[src/rtl/ip_one_port_ram.sv]
// Self-running 32x8 single-port RAM exerciser: a 64-cycle sequencer writes
// address-valued data to every word, then reads all 32 words back.
module ip_one_port_ram (
    input  logic       sys_clk,
    input  logic       sys_rst_n,
    output logic [7:0] ram_wr_data,
    output logic [7:0] ram_rd_data,
    output logic [4:0] ram_addr,
    output logic       ram_rw_en
);

    localparam int DATA_W = 8;
    localparam int DEPTH  = 32;

    logic [5:0]        cnt;
    logic [DATA_W-1:0] mem [DEPTH];

    // Stage 0: free-running sequencer; the lower half of the count is the write phase
    always_ff @(posedge sys_clk or negedge sys_rst_n) begin
        if (!sys_rst_n) begin
            cnt <= 6'd0;
        end else begin
            cnt <= cnt + 6'd1;
        end
    end

    // Stage 1: registered memory-side control, address and write data
    always_ff @(posedge sys_clk or negedge sys_rst_n) begin
        if (!sys_rst_n) begin
            ram_rw_en   <= 1'b0;
            ram_addr    <= 5'd0;
            ram_wr_data <= 8'h00;
        end else begin
            ram_rw_en   <= ~cnt[5];
            ram_addr    <= cnt[4:0];
            ram_wr_data <= cnt[5] ? 8'h00 : {3'b000, cnt[4:0]};
        end
    end

    // Stage 2: memory array has no reset so it maps onto plain RAM; retained across reset
    always_ff @(posedge sys_clk) begin
        if (ram_rw_en) begin
            mem[ram_addr] <= ram_wr_data;
        end
    end

    // Read-first: a write cycle returns the word's previous contents
    always_ff @(posedge sys_clk or negedge sys_rst_n) begin
        if (!sys_rst_n) begin
            ram_rd_data <= 8'h00;
        end else begin
            ram_rd_data <= mem[ram_addr];
        end
    end

endmodule

[config.mk]
export PLATFORM = sky130hd
export DESIGN_NAME = ip_one_port_ram
export DESIGN_NICKNAME = d
export VERILOG_FILES = /design/src/rtl/ip_one_port_ram.sv
export SDC_FILE = /design/constraint.sdc
export NUM_CORES = 1
export LEC_CHECK = 0
export ABC_CLOCK_PERIOD_IN_PS = 5000
export CORE_UTILIZATION = 65
export DETAILED_ROUTE_END_ITERATION = 10
export GPL_TIMING_DRIVEN = 0
export PLACE_DENSITY = 0.84
export SLEW_MARGIN = 20
export SYNTH_ARGS = -nofsm -noshare
export SYNTH_HDL_FRONTEND = slang
export SYNTH_SLANG_ARGS = --single-unit
[constraint.sdc]
create_clock -name sys_clk -period 5 [get_ports sys_clk]
set_clock_uncertainty 0.1 [all_clocks]
set_input_delay 1 -clock sys_clk [delete_from_list [all_inputs] [get_ports sys_clk]]
set_output_delay 1 -clock sys_clk [all_outputs]
set_load 0.02 [all_outputs]
# After elaboration in Yosys (flattened, before gate mapping)
# Memories as Yosys holds them, arrays and structs flattened. A register that Yosys moved wholly into a read port is not among the register bits.
# Index checks and enable logic that the tools add are counted.
[classes] n_bitwise=1 mux=3 reduce_logical=1 addsub=1
[ops] op="$add 6x1->6 const B" n=1
[ops] op="$mux 5" n=1
[ops] op="$mux 1" n=2
[ops] op="$logic_not 1->1" n=1
[ops] op="$not 1->1" n=1
[word_totals] elab_cells=12 inputBits=2 register_bits=25 ram_bits=160 mem_count=1
[mem_list] name="mem" words=32 word_bits=5 rd=1 rd_ports_with_merged_regs=1 wr=1 line="16" text="logic [DATA_W-1:0] mem [DEPTH];"

# Depth between registers and ports, before layout
[logic_depth] word_depth=2 depth_mapped=6

# Least setup slack after synthesis
# OpenSTA, ideal clock, no wires.
[synth_path] path_kind="reg-to-reg" start="register ram_addr[0]" end="memory mem[24][0] in the netlist's numbering (enable)" stages_incl_launch_ff=5 t_arrival_ns=1.700 t_required_ns=4.526 path_slack_ns=2.826 path_cell_list="dfrtp_1 clkbuf_1 or3b_2 clkbuf_1 nor3_1"
[synth_lines] element="from (decl)" line="8" text="output logic [4:0] ram_addr,"
[synth_lines] element="from (signal assigned)" line="35" text="ram_addr <= cnt[4:0];"
[synth_lines] element="to (decl)" line="16"
# No word-level cell before the write port.

# Worst setup path after layout
[layout_path] start="register ram_wr_data[3]" end="output port ram_wr_data[3]"
[layout_lines] element="from (decl)" line="6" text="output logic [7:0] ram_wr_data,"
[layout_lines] element="from (signal assigned)" line="36" text="ram_wr_data <= cnt[5] ? 8'h00 : {3'b000, cnt[4:0]};"
# No word-level cell between the ends.

==> impl_metrics.toml <==
[status]
status = "finished, final reports clean"

[setup_path]
buffers_inverters_on_critical_path = 1
crit_arrival_ns = 2.36
cp-end-kind = "output pin"
worst-endpoint-required_ns = 3.90
timing.setup.critical_path_class = "reg -> out"
critical_path_peak_fanout = 33
gate_family_responsible_for_the_most_delay_along_the_worst_path = "flip-flops"
cp_max_stage_delay_ns = 1.05
cp-start-kind = "flop"
critical-path-slowest-cell = "sky130_fd_sc_hd__dfrtp_1"
worstPathCellList = "clkdlybuf4s50_1"

[timing]
grt_setup_unrepaired = "no"
drv_slew = 0
worst_slew_pin_slew_ns = 1.07
final.period_utilization_pct = 69.1
finalSetupViolCount = 0
final_hold_viol_count = 0
finalCriticalPeriod_ns = 3.46
maxSlewHeadroom_pct = 28.4
fmax_ghz = 0.289
tns_ns = 0

[global_routing]
grt-ovfl-total = 0
via_count_of_the_first_global_routing_pass = 4101
maximum_number_of_pins_on_one_net_before_global_route_repair = 34
grt.total_usage_pct = 28.6
grt_first_pass_wirelength_mm = 22.9
antenna_violations_before_repair = 0

[drt]
firstDrtPassIters = 6
remaining_drc_errors = 0
post_drt_wl_per_cell_um = 24.7
first_iter_violations = 588
wl_mm = 15.0
antenna_violating_nets_post_route = 0
vias = 4044
vias_per_cell = 6.64

[logic_synthesis]
synth_top_area_share_pct = 67.6
syn-mean-instance-area_um2 = 17.0
ys_seq_elements = 182
postSynthCellCount = 419
post_synth_num_cell_types = 30
synthesis.yosys.warnings = 0
synth_area_leaders = "sky130_fd_sc_hd__edfxtp_1 68%, sky130_fd_sc_hd__mux2i_1 11%, sky130_fd_sc_hd__dfrtp_1 7.7%, sky130_fd_sc_hd__o22ai_1 3.5%, sky130_fd_sc_hd__nor2_1 1.6%"
most_frequent_cells_after_synthesis = "160 x sky130_fd_sc_hd__edfxtp_1, 80 x sky130_fd_sc_hd__mux2i_1, 40 x sky130_fd_sc_hd__o22ai_1"
synth-seq-area-share_pct = 75.4
most_repeated_cell_in_the_gate_level_netlist_after_synthesis = "sky130_fd_sc_hd__edfxtp_1"
yosys_most_used_dff = "sky130_fd_sc_hd__edfxtp_1"
synthesis.area_mm2 = 0.00710
post-synth-top-area-cell = "sky130_fd_sc_hd__edfxtp_1"
synth_enable_flop_cells = 160
ys_async_sr_fraction_pct = 12.1

[finish]
fillers = 610
fin_nets = 463
diodes = 0
area_used_by_sequential_logic_in_the_layout_mm2 = 0.00536
multiInputGateArea_mm2 = 0.00162
post_route_cells_drive_above_1_share_pct = 12.7
post-route-util_pct = 76.7
area_growth_syn_to_layout_pct = 13.0

[cts]
cts.clk_slew.worst_paths_ns = 0.06
cts_setup_buffers = 0
cts_hold_buffers = 0
ctsHtreeMaxLevel = 4
clock_tree.buffer_depth = 2
cts_sinks = 182
cts_buffers = 17
cts-resized-gates = 0
cts_tree = "done"
worst_skew_pair.late_latency_ns = 0.53
clock-root-buffer = "sky130_fd_sc_hd__clkbuf_8"

[die]
die_h_um = 107
boundaryPins = 24
fp.dieArea_mm2 = 0.0114
placement_rows = 37
initial_core_util_pct = 67.9
die_w_um = 107
coreArea_mm2 = 0.0105

[placement]
numPortBuffers = 17
gpl.final_weighted_congestion = 1.02
hpwlAfterDp_mm = 9.68

[power]
static-leakage-power_nw = 2.62
max-vdd-ir-drop_mv = 0.207
totalPowerFinal_w = 0.00287
cellPowerDensity_mw_per_mm2 = 357

[run]
max_cap_viol = 0

[worst_hold_path]
hold_class = "reg -> reg"
report_power, final:
| part | switching [W] | total [W] | internal (W) | leakage [nW] |
|---|---|---|---|---|
| Combinational | 0.00000810 | 0.0000115 | 0.00000340 | 0.517 |
| Sequential | 0 | 0.00163 | 0.00163 | 1.83 |
| Clock | 0.000531 | 0.00123 | 0.000697 | 0.275 |
| Total | 0.000539 | 0.00287 | 0.00233 | 2.62 |
routing by layer:
layer	vias to the layer above	routed length (µm)	track usage (%)
met5	-	0	0
met4	0	463	13.4
met3	48	1540	6.68
met2	293	7400	45.2
met1	1972	5610	38.2
li1	1731	-	-
path summary, 6_finish.rpt:
path,from,endpoint,slack (ns),depth (start not counted)
worst max-delay path,ram_wr_data[3],ram_wr_data[3],1.54,1
worst min-delay path,cnt[1],ram_addr[1],0.34,0
worst max register to register,ram_addr[1],mem[27][0],2.28,4
worst min register to register,cnt[1],ram_addr[1],0.34,0
max in group asynchronous,sys_rst_n,ram_wr_data[4],4.07,1
min in group asynchronous,sys_rst_n,ram_rd_data[3],0.35,1
layout make-up:
cell class | count | area share (%)
sequential | 182 | 66.8
multi-input combinational | 216 | 20.2
clock buffer | 22 | 6.17
tap | 136 | 2.12
timing repair buffer | 17 | 2.06
buffer | 24 | 1.78
clock inverter | 10 | 0.857
inverter | 2 | 0.0935
cells in the final DEF, fill, tap and decap left out, types with 2 or more instances in the layout:
cell and count:
sky130_fd_sc_hd__conb_1 6, sky130_fd_sc_hd__xnor2_1 3, sky130_fd_sc_hd__or3b_2 3, sky130_fd_sc_hd__mux2i_1 80
sky130_fd_sc_hd__clkbuf_8 3, sky130_fd_sc_hd__dfrtp_2 4, sky130_fd_sc_hd__clkinv_2 3, sky130_fd_sc_hd__nand3b_1 4
sky130_fd_sc_hd__dfrtp_1 18, sky130_fd_sc_hd__clkbuf_16 18, sky130_fd_sc_hd__nor4_1 10, sky130_fd_sc_hd__nor2_1 31
sky130_fd_sc_hd__or4bb_1 5, sky130_fd_sc_hd__or4b_1 3, sky130_fd_sc_hd__edfxtp_1 160, sky130_fd_sc_hd__clkbuf_2 2
sky130_fd_sc_hd__clkdlybuf4s50_1 16, sky130_fd_sc_hd__buf_2 11, sky130_fd_sc_hd__nand4b_1 4, sky130_fd_sc_hd__inv_1 2
sky130_fd_sc_hd__nand3_1 4, sky130_fd_sc_hd__clkbuf_1 4, sky130_fd_sc_hd__clkinv_4 3, sky130_fd_sc_hd__nor3_1 4
sky130_fd_sc_hd__buf_4 8, sky130_fd_sc_hd__clkinvlp_4 2, sky130_fd_sc_hd__nand2_1 8, sky130_fd_sc_hd__nor2b_1 4
sky130_fd_sc_hd__o22ai_1 40
registers in the layout, summed over array words and instances, names as in the netlist:
| register | cells |
|---|---|
| cnt | 6 |
| ram_wr_data | 5 |
| ram_rd_data | 5 |
| ram_addr | 5 |
| mem | 160 |
| ram_rw_en | 1 |
stage by stage:
| step | cells | area (µm²) | hold WS (ns) | setup WS, ns |
|---|---|---|---|---|
| finish | 609 | 8030 | 0.335 | 1.54 |
| global route | 609 | 8030 | 0.361 | 1.46 |
| floorplan | 424 | 7120 | 0.291 | 2.83 |
| detailed placement | 577 | 7460 | 0.325 | 1.99 |
| CTS | 609 | 8030 | 0.341 | 1.43 |
| global placement | 577 | 7460 | 0.309 | 2.05 |
cell families after synthesis:
group / share of synthesized area (%)
other: 0.0528
AO/OA/AOI/OAI: 3.52
multiplexers: 11.3
adder cells (fa/ha/maj): 0.176
flip-flops: 75.4
AND/OR/NAND/NOR: 6.99
buffers and inverters: 2.11
XOR/XNOR: 0.493
Note: power is estimated with default switching activity, not from simulation.
